===== config.mk =====
export PLATFORM = sky130hd
export DESIGN_NAME = reg_bus_initiator
export DESIGN_NICKNAME = d
export VERILOG_FILES = /design/src/rtl/reg_bus_initiator.sv
export SDC_FILE = /design/constraint.sdc
export NUM_CORES = 1
export LEC_CHECK = 0
export ABC_AREA = 1
export CORE_MARGIN = 5
export CORE_UTILIZATION = 40
export DETAILED_ROUTE_END_ITERATION = 12
export PLACE_DENSITY = 0.85
export REMOVE_ABC_BUFFERS = 1
export SYNTH_ARGS = -nofsm -noshare
export SYNTH_HDL_FRONTEND = slang
export SYNTH_SLANG_ARGS = --single-unit

===== constraint.sdc =====
create_clock -name clk_i -period 2.4 [get_ports clk_i]
set_clock_uncertainty 0.05 [all_clocks]
set_input_delay 0.72 -clock clk_i [delete_from_list [all_inputs] [get_ports clk_i]]
set_output_delay 0.72 -clock clk_i [all_outputs]
set_load 0.01 [all_outputs]

===== src/rtl/reg_bus_initiator.sv =====
// Register-bus initiator: turns host commands into single bus strobes and returns read data.
// Define AUTO_POLL_EN to add background polling of the interrupt-status registers.
module reg_bus_initiator #(
  parameter int N           = 8,
  parameter int ADDR_SIZE   = 8,
  parameter int POLL_PERIOD = 16
) (
  input  logic                 clk_i,
  input  logic                 rstn_i,
  input  logic                 cmd_valid_i,
  output logic                 cmd_ready_o,
  input  logic                 cmd_wr_i,
  input  logic [ADDR_SIZE-1:0] cmd_addr_i,
  input  logic [7:0]           cmd_wdata_i,
  output logic                 rsp_valid_o,
  input  logic                 rsp_ready_i,
  output logic [7:0]           rsp_rdata_o,
  output logic                 acc_en_o,
  output logic                 wr_en_o,
  output logic [ADDR_SIZE-1:0] addr_o,
  output logic [7:0]           wdata_o,
  input  logic [7:0]           rdata_i,
  output logic [N-1:0]         irq_flags_o,
  input  logic [N-1:0]         irq_clr_i,
  output logic                 irq_o,
  output logic [1:0]           state_o
);

  localparam int NUM_STATUS_REGS = ((N + 7) / 8 < 1) ? 1 : (N + 7) / 8;

  typedef enum logic [1:0] {
    IDLE   = 2'd0,
    ACCESS = 2'd1,
    RESP   = 2'd2,
    POLL   = 2'd3
  } state_t;

  state_t state;
  logic   pending_n;

  assign state_o = state;

`ifdef AUTO_POLL_EN
  localparam int TMR_W = (POLL_PERIOD > 1) ? $clog2(POLL_PERIOD) : 1;
  localparam int IDX_W = (NUM_STATUS_REGS > 1) ? $clog2(NUM_STATUS_REGS) : 1;

  logic [TMR_W-1:0] timer;
  logic             poll_pending;
  logic             poll_wrap;
  logic             poll_last;
  logic [IDX_W-1:0] poll_idx;
  logic [N-1:0]     poll_set;
  logic [N-1:0]     flags_n;

  assign poll_wrap = (timer == TMR_W'(POLL_PERIOD - 1));
  assign poll_last = (poll_idx == IDX_W'(NUM_STATUS_REGS - 1));

  // A wrap in the same cycle the sweep finishes re-arms the next sweep.
  assign pending_n = poll_wrap | (poll_pending & ~((state == POLL) & poll_last));

  always_comb begin
    poll_set = '0;
    if (state == POLL) begin
      for (int i = 0; i < N; i++) begin
        if ((i / 8) == int'(poll_idx)) poll_set[i] = rdata_i[3'(i % 8)];
      end
    end
  end

  // Set beats clear so a flag raised during a clear is never lost.
  assign flags_n = (irq_flags_o & ~irq_clr_i) | poll_set;

  always_ff @(posedge clk_i) begin
    if (!rstn_i) begin
      timer        <= '0;
      poll_pending <= 1'b0;
      irq_flags_o  <= '0;
      irq_o        <= 1'b0;
    end else begin
      timer        <= poll_wrap ? '0 : timer + 1'b1;
      poll_pending <= pending_n;
      irq_flags_o  <= flags_n;
      irq_o        <= |flags_n;
    end
  end
`else
  logic unused_cfg;

  assign pending_n   = 1'b0;
  assign irq_flags_o = '0;
  assign irq_o       = 1'b0;
  assign unused_cfg  = (^irq_clr_i) ^ (POLL_PERIOD == 0);
`endif

  // Handshakes: a transfer happens on a rising edge where valid and ready are both high.
  // cmd_ready_o is registered and never depends on cmd_valid_i; rsp_valid_o, once high,
  // holds with stable rsp_rdata_o until rsp_ready_i is seen high.
  always_ff @(posedge clk_i) begin
    if (!rstn_i) begin
      state       <= IDLE;
      cmd_ready_o <= 1'b0;
      rsp_valid_o <= 1'b0;
      rsp_rdata_o <= '0;
      acc_en_o    <= 1'b0;
      wr_en_o     <= 1'b0;
      addr_o      <= '0;
      wdata_o     <= '0;
`ifdef AUTO_POLL_EN
      poll_idx    <= '0;
`endif
    end else begin
      acc_en_o <= 1'b0;
      wr_en_o  <= 1'b0;
      case (state)
        IDLE: begin
`ifdef AUTO_POLL_EN
          if (poll_pending) begin
            state       <= POLL;
            acc_en_o    <= 1'b1;
            addr_o      <= ADDR_SIZE'(N);
            poll_idx    <= '0;
            cmd_ready_o <= 1'b0;
          end else
`endif
          if (cmd_valid_i && cmd_ready_o) begin
            state       <= ACCESS;
            acc_en_o    <= 1'b1;
            wr_en_o     <= cmd_wr_i;
            addr_o      <= cmd_addr_i;
            wdata_o     <= cmd_wdata_i;
            cmd_ready_o <= 1'b0;
          end else begin
            cmd_ready_o <= !pending_n;
          end
        end
        ACCESS: begin
          // wr_en_o is still the latched command direction during the strobe.
          if (wr_en_o) begin
            state       <= IDLE;
            cmd_ready_o <= !pending_n;
          end else begin
            state       <= RESP;
            rsp_valid_o <= 1'b1;
            rsp_rdata_o <= rdata_i;
          end
        end
        RESP: begin
          if (rsp_ready_i) begin
            state       <= IDLE;
            rsp_valid_o <= 1'b0;
            cmd_ready_o <= !pending_n;
          end
        end
`ifdef AUTO_POLL_EN
        POLL: begin
          if (poll_last) begin
            state       <= IDLE;
            cmd_ready_o <= !pending_n;
          end else begin
            acc_en_o <= 1'b1;
            addr_o   <= addr_o + 1'b1;
            poll_idx <= poll_idx + 1'b1;
          end
        end
`endif
        default: begin
          state       <= IDLE;
          cmd_ready_o <= 1'b0;
        end
      endcase
    end
  end

endmodule


* Word-level counts from Yosys, hierarchy flattened
Cells that the tools add are included.
Cells by class: reduce and logical (&&, ||, !) cells 10, mux-type cells 12, eq/ne operators 6, bitwise operators 1
Operators by type and width (number):
- 2-bit AND reduction | 5
- 2-bit != test (second input constant) | 4
- 1-bit two-way mux | 6
- 2-bit two-way mux | 3
- 2-bit one-hot mux with 3 select lines | 1
- 3-bit AND reduction | 2
- 1-bit one-hot mux with 3 select lines | 1
- 2-bit by 1-bit == test with 1-bit output (second input constant) | 1
- 2-bit == test (second input constant) | 1
- 2-bit zero test | 1
- 1-bit one-hot mux with 2 select lines | 1
- 2-bit nonzero test | 1
- 1-bit logical AND | 1
- 1-bit NOT | 1
Storage, ports and cells: input bits 37, register bits after elaboration 30

* Logic depth before layout (Yosys ltp)
Gate-level depths: netlist (run 1).
depth in word-level cells 3, depth in mapped cells 8, gate-level depth less buffers 7

* Worst setup path after synthesis (run 1)
No wires, ideal clock.
kind input port to flip-flop, start in cmd_valid_i, end reg addr_o[6], setup time 0.116 ns, required time 2.234 ns, setup slack 1.078 ns, stages 4, arrival time 1.155 ns, cells stage by stage nand3_2 -> buf_6 -> o21ai_1 -> a21oi_1
Between the ends: cells in the longest elaborated chain, start to end 2
RTL lines:
- from (decl) | RTL line 10 | input logic cmd_valid_i,
- 1-bit logical AND | RTL line 125 | if (cmd_valid_i && cmd_ready_o) begin
- 2-bit AND reduction (no source line)
- to (signal assigned) | RTL line 129 | addr_o <= cmd_addr_i;
- to (decl) | RTL line 20 | output logic [ADDR_SIZE-1:0] addr_o,
No other way between the ends. A chain may end at the register's enable or synchronous reset.

* Final worst setup path (run 1)
start reg state[0], in the netlist state_o[0], end out state_o[0]
RTL lines:
- from (decl) | RTL line 38 | state_t state;
- from (signal assigned) | RTL line 100 | state <= IDLE;
- from (signal assigned) | RTL line 126 | state <= ACCESS;
- from (signal assigned) | RTL line 139 | state <= IDLE;
- to (decl) | RTL line 26 | output logic [1:0] state_o
No word-level cell between the ends.

==> results.json, run 1 <==
{
  "required_ps": 1630,
  "critPathBufInv": 1,
  "synth_xor_area_share_pct": 0,
  "insertion_delay_ps": 320,
  "grt.overflow.total": 0,
  "path_max_fanout": 5,
  "synth_compound_area_share_pct": 18.3,
  "critPathTopFamily": "buffers and inverters",
  "post-route-period-util_pct": 85.9,
  "wl_per_cell_um": 10.2,
  "final-setup-viol-count": 0,
  "synth_top_family_by_area": "compound AO/OA/AOI/OAI gates",
  "cts_resized": 0,
  "grt_start_max_net_pins": 19,
  "design_area_um2": 1920,
  "final_common_cell": "clkdlybuf4s50_1",
  "clock_path_buffers": 2,
  "yosys.area_share.adder_pct": 4.93,
  "dieHeight_um": 66.3,
  "async_flop_share_pct": 0,
  "first_pass_iters": 4,
  "cts-hold-fix-buffers": 0,
  "crit_path_start_kind": "flop",
  "worst-setup-path-type": "reg2out",
  "core_region_area_um2": 3050,
  "netlist_instances": 155,
  "ys_seq_area_share_pct": 47.3,
  "n_antenna_cell": 0,
  "avgSynthCellArea_um2": 8.19,
  "max_freq_mhz": 485,
  "rsz0062_at_grt": "no",
  "grt_pass1_wl_um": 4260,
  "vias_per_cell": 4.20,
  "min_period_ps": 2060,
  "drt-total-wl_um": 2670,
  "synth_edf_count": 0,
  "drc_errors": 0,
  "num_io_pins": 76,
  "synth-simple-area-share_pct": 12.1,
  "nets": 259,
  "ys_warn_count": 0,
  "cts-root-buf": "clkbuf_4",
  "numCtsBuffers": 5,
  "post-cts-setup-buffers": 0,
  "syn2layout_area_growth_pct": 51.4,
  "startpoint": "state_o[0]$_SDFFE_PN0P_",
  "dp_hpwl_um": 2070,
  "cts_num_sinks": 30,
  "first_global_vias": 983,
  "r2r-start": "state_o[1]$_SDFFE_PN0P_",
  "dr.first_iter.drc_count": 49,
  "crit_path_end_kind": "output pin",
  "power_density_nw_per_um2": 1010,
  "final_max_slew_viol_count": 0,
  "timing.rr.end": "state_o[1]$_SDFFE_PN0P_",
  "rows": 20,
  "crit_path_end": "state_o[0]",
  "cap_violations": 0,
  "final_cell_mix": "clkdlybuf4s50_1 (58), dfxtp_1 (30), inv_1 (23)",
  "routabilityCongestion": 0.728,
  "reg2reg_depth": 6,
  "netlist_area_um2": 1270,
  "vias": 1096,
  "tns_ps": 0,
  "grtUsageTotal_pct": 13.0,
  "path_depth": 1,
  "start_util_pct": 41.6,
  "postRouteAntennaNets": 0,
  "die_x_um": 66.3,
  "cp_slowest_cell": "clkdlybuf4s50_1",
  "portBuffers": 58,
  "slowest_delay_ps": 560,
  "cp_cell_sequence": "clkdlybuf4s50_1",
  "hp-class": "reg2reg",
  "clkSlewWorstSetupHoldPaths_ps": 90,
  "synth_mux_area_share_pct": 0,
  "antenna_found_initial": 0,
  "drive_above_1_share_pct": 7.83,
  "ys.flop_type": "dfxtp_1",
  "irDropWorstVdd_uv": 441,
  "hold_violations": 0,
  "status": "finished, final reports clean",
  "reg2reg_slack_ps": 790,
  "fp.dieArea_um2": 4400,
  "arrival_ps": 1290,
  "leakagePower_uw": 0.000761,
  "cts_tree": "done",
  "htree_levels": 2,
  "synth.distinct_cells": 20,
  "placed_area_um2": 1840,
  "synth_seq_cells": 30
}
-- synthesized netlist by cell type (all sizes together) (5+ instances only) --
cell type,instances,area [um2]
buf,15,125
ha,5,62.6
o21ai,26,130
inv,23,86.3
a21oi,17,88.8
dfxtp,30,601
nand2,10,42.5
nor2,23,88.8
-- state kept, by name (all words and copies together), names as in the netlist --
| name | cells |
|---|---|
| rsp_valid_o | 1 |
| cmd_ready_o | 1 |
| acc_en_o | 1 |
| wr_en_o | 1 |
| state_o | 2 |
| addr_o | 8 |
| rsp_rdata_o | 8 |
| wdata_o | 8 |
-- power by group --
part           internal, uW  switching, uW  leakage, uW  total (uW)
sequential              636           78.9     0.000246         715
combinational           416            396     0.000471         812
clock                   242            163    0.0000443         406
-- kinds of logic after synthesis --
group                    count (synthesis)
flip-flops                              30
adder cells (fa/ha/maj)                  5
AND/OR/NAND/NOR                         35
buffers and inverters                   39
AO/OA/AOI/OAI                           45
other                                    1
-- metrics by stage --
stage / total power [uW] / utilization (%) / hold WS, ps / worst slack [ps] / cells
2_1_floorplan: 1140 / - / 417 / 820 / 148
3_3_place_gp: 1530 / 60.2 / 380 / 519 / 254
3_5_place_dp: 1550 / 60.2 / 384 / 510 / 254
4_1_cts: 1960 / 62.9 / 397 / 321 / 261
5_1_grt: 2080 / 62.9 / 427 / 264 / 261
6_report: 1930 / 62.9 / 394 / 338 / 261
-- worst min path at each step --
stage | start | to | cells past startpoint
2_1_floorplan | addr_o[7]$_SDFFE_PN0P_ | addr_o[7]$_SDFFE_PN0P_ | 2
3_3_place_gp | wdata_o[6]$_SDFFE_PN0P_ | wdata_o[6]$_SDFFE_PN0P_ | 2
3_5_place_dp | addr_o[4]$_SDFFE_PN0P_ | addr_o[4]$_SDFFE_PN0P_ | 2
4_1_cts | addr_o[4]$_SDFFE_PN0P_ | addr_o[4]$_SDFFE_PN0P_ | 2
6_report | wdata_o[5]$_SDFFE_PN0P_ | wdata_o[5]$_SDFFE_PN0P_ | 2
5_1_grt | wdata_o[5]$_SDFFE_PN0P_ | wdata_o[5]$_SDFFE_PN0P_ | 2
-- per-layer routing --
layer  GRT usage (%)  part of all wire, %  vias up
met2            21.2                   48       37
met1            14.7                   44      461
met5               0                    0        -
met3            4.42                  6.4        6
li1                -                    -      592
met4            6.85                  2.0        0
-- cell type report --
type,count,area [um2]
clock inverters,1,30.0
multi-input cells,94,483
repair buffers,62,611
clock buffers,6,51.3
inverters,24,90.1
well taps,44,55.1
flip-flops and latches,30,601
fillers,285,1130
No activity file was read; power rests on OpenSTA's default activity.
==> run 2, diff against run 1 <==
--- a/config.mk
+++ b/config.mk
@@ -6,10 +6,13 @@
 export NUM_CORES = 1
 export LEC_CHECK = 0
 export ABC_AREA = 1
+export CELL_PAD_IN_SITES_DETAIL_PLACEMENT = 0
+export CELL_PAD_IN_SITES_GLOBAL_PLACEMENT = 1
 export CORE_MARGIN = 5
-export CORE_UTILIZATION = 40
+export CORE_UTILIZATION = 27
+export CTS_CLUSTER_DIAMETER = 200
 export DETAILED_ROUTE_END_ITERATION = 12
-export PLACE_DENSITY = 0.85
+export PLACE_DENSITY_LB_ADDON = 0.1
 export REMOVE_ABC_BUFFERS = 1
 export SYNTH_ARGS = -nofsm -noshare
 export SYNTH_HDL_FRONTEND = slang
==> run 2 against run 1 <==
Clock-buffer cell count is 1 higher. Largest power group unchanged. Non-clock buffer count fell by 1. Highest routed layer unchanged. Sequential cell count unchanged. Worst setup slack better by 36 ps. Hold slack worse by 1.5 ps. Utilization is 21 points lower. Die area up 40%. Critical endpoint unchanged. Largest cell class unchanged.
==> results.json, run 2 (synthesized netlist as in run 1, its figures left out) <==
{
  "fp.dieArea_um2": 6170,
  "internal-power_uw": 1260,
  "routabilityCongestion": 0.785,
  "final_core_util_pct": 41.8,
  "rows": 25,
  "path_depth": 1,
  "path_max_fanout": 5,
  "cts_tree": "done",
  "clkSlewWorstSetupHoldPaths_ps": 60,
  "insertion_delay_ps": 270,
  "vias": 1123,
  "post-cts-setup-buffers": 0,
  "start_util_pct": 27.4,
  "grt_pass1_wl_um": 5070,
  "num_io_pins": 76,
  "r2r-start": "state_o[1]$_SDFFE_PN0P_",
  "first_global_vias": 1071,
  "dp.cells": 263,
  "max_freq_mhz": 494,
  "placed_area_um2": 1860,
  "reg2reg_slack_ps": 790,
  "htree_levels": 2,
  "whs_ps": 393,
  "cap_violations": 0,
  "startpoint": "state_o[0]$_SDFFE_PN0P_",
  "status": "finished, final reports clean",
  "reg2reg_depth": 6,
  "design_area_um2": 1930,
  "critPathBufInv": 1,
  "antenna_found_initial": 0,
  "grtUsageTotal_pct": 10.6,
  "cp_cell_sequence": "clkdlybuf4s50_1",
  "timing.rr.end": "state_o[1]$_SDFFE_PN0P_",
  "final-setup-viol-count": 0,
  "p_switching_uw": 663,
  "worst-setup-path-type": "reg2out",
  "required_ps": 1630,
  "dr.first_iter.drc_count": 66,
  "vias_per_cell": 4.16,
  "post-route-period-util_pct": 84.4,
  "crit_path_start_kind": "flop",
  "drc_errors": 0,
  "irDropWorstVdd_uv": 533,
  "wl_met2_um": 1550,
  "grt.overflow.total": 0,
  "die_x_um": 78.6,
  "maxUsedRoutingLayer": "met4",
  "cts_resized": 0,
  "n_antenna_cell": 0,
  "hold_path_depth": 2,
  "critPathTopFamily": "buffers and inverters",
  "dp_hpwl_um": 2420,
  "pwr-share-comb_pct": 43.1,
  "pwr-share-clk_pct": 19.5,
  "final_cell_mix": "clkdlybuf4s50_1 (58), dfxtp_1 (30), inv_1 (23)",
  "crit_path_end": "state_o[0]",
  "clock_path_buffers": 2,
  "first_pass_iters": 4,
  "min_period_ps": 2030,
  "final_max_slew_viol_count": 0,
  "drive_above_1_share_pct": 6.48,
  "nets": 258,
  "drt-total-wl_um": 3200,
  "postRouteAntennaNets": 0,
  "grt_start_max_net_pins": 35,
  "numCtsBuffers": 5,
  "final_common_cell": "clkdlybuf4s50_1",
  "slowest_delay_ps": 570,
  "power_density_nw_per_um2": 994,
  "cts-hold-fix-buffers": 0,
  "wl_met1_um": 1370,
  "wl_per_cell_um": 11.9,
  "rsz0062_at_grt": "no",
  "cts-root-buf": "clkbuf_8",
  "crit_path_end_kind": "output pin",
  "core_region_area_um2": 4630,
  "hp-class": "reg2reg",
  "layout.cells.non_filler": 270,
  "cts_num_sinks": 30,
  "portBuffers": 58,
  "tns_ps": 0,
  "syn2layout_area_growth_pct": 52.4,
  "arrival_ps": 1260,
  "reg_top3": "addr_o (8), rsp_rdata_o (8), wdata_o (8)",
  "hold_violations": 0,
  "routed-wl-met3_um": 225,
  "leakagePower_uw": 0.000757,
  "switching_share_pct": 34.5,
  "cp_slowest_cell": "clkdlybuf4s50_1",
  "power_frac_seq_pct": 37.5,
  "dieHeight_um": 78.6
}
-- run 2: power groups by stage --
stage	sequential (uW)	combinational (uW)	clock (uW)
finish	720	827	374
global route	741	925	405
CTS	724	847	391
detailed placement	732	842	0
global placement	726	831	0
floorplan	790	353	0
-- run 2: stage by stage --
step / worst slack [ps] / power, uW
after floorplan: 820 / 1140
after global placement: 539 / 1560
after detailed placement: 463 / 1570
after CTS: 343 / 1960
after global routing: 299 / 2070
final: 374 / 1920
-- run 2: cell type report --
| cell class | instances | area, um2 |
|---|---|---|
| clock buffer | 7 | 76.3 |
| fill | 475 | 2700 |
| inverter | 24 | 90.1 |
| multi-input combinational | 94 | 483 |
| sequential | 30 | 601 |
| tap | 54 | 67.6 |
| timing repair buffer | 61 | 616 |
-- run 2: worst min path at each step --
| stage | startpoint | end | slack [ps] |
|---|---|---|---|
| after floorplan | addr_o[7]$_SDFFE_PN0P_ | addr_o[7]$_SDFFE_PN0P_ | 420 |
| after global placement | addr_o[0]$_SDFFE_PN0P_ | addr_o[0]$_SDFFE_PN0P_ | 380 |
| after global routing | wdata_o[4]$_SDFFE_PN0P_ | wdata_o[4]$_SDFFE_PN0P_ | 410 |
| after detailed placement | wdata_o[2]$_SDFFE_PN0P_ | wdata_o[2]$_SDFFE_PN0P_ | 380 |
| after CTS | wdata_o[7]$_SDFFE_PN0P_ | wdata_o[7]$_SDFFE_PN0P_ | 400 |
| final | addr_o[1]$_SDFFE_PN0P_ | addr_o[1]$_SDFFE_PN0P_ | 390 |
-- run 2: metal layers --
layer | GRT usage, % | up-vias
li1 | - | 588
met1 | 12.3 | 493
met2 | 16.6 | 35
met3 | 4.24 | 7
met4 | 5.24 | 0
met5 | 0 | -
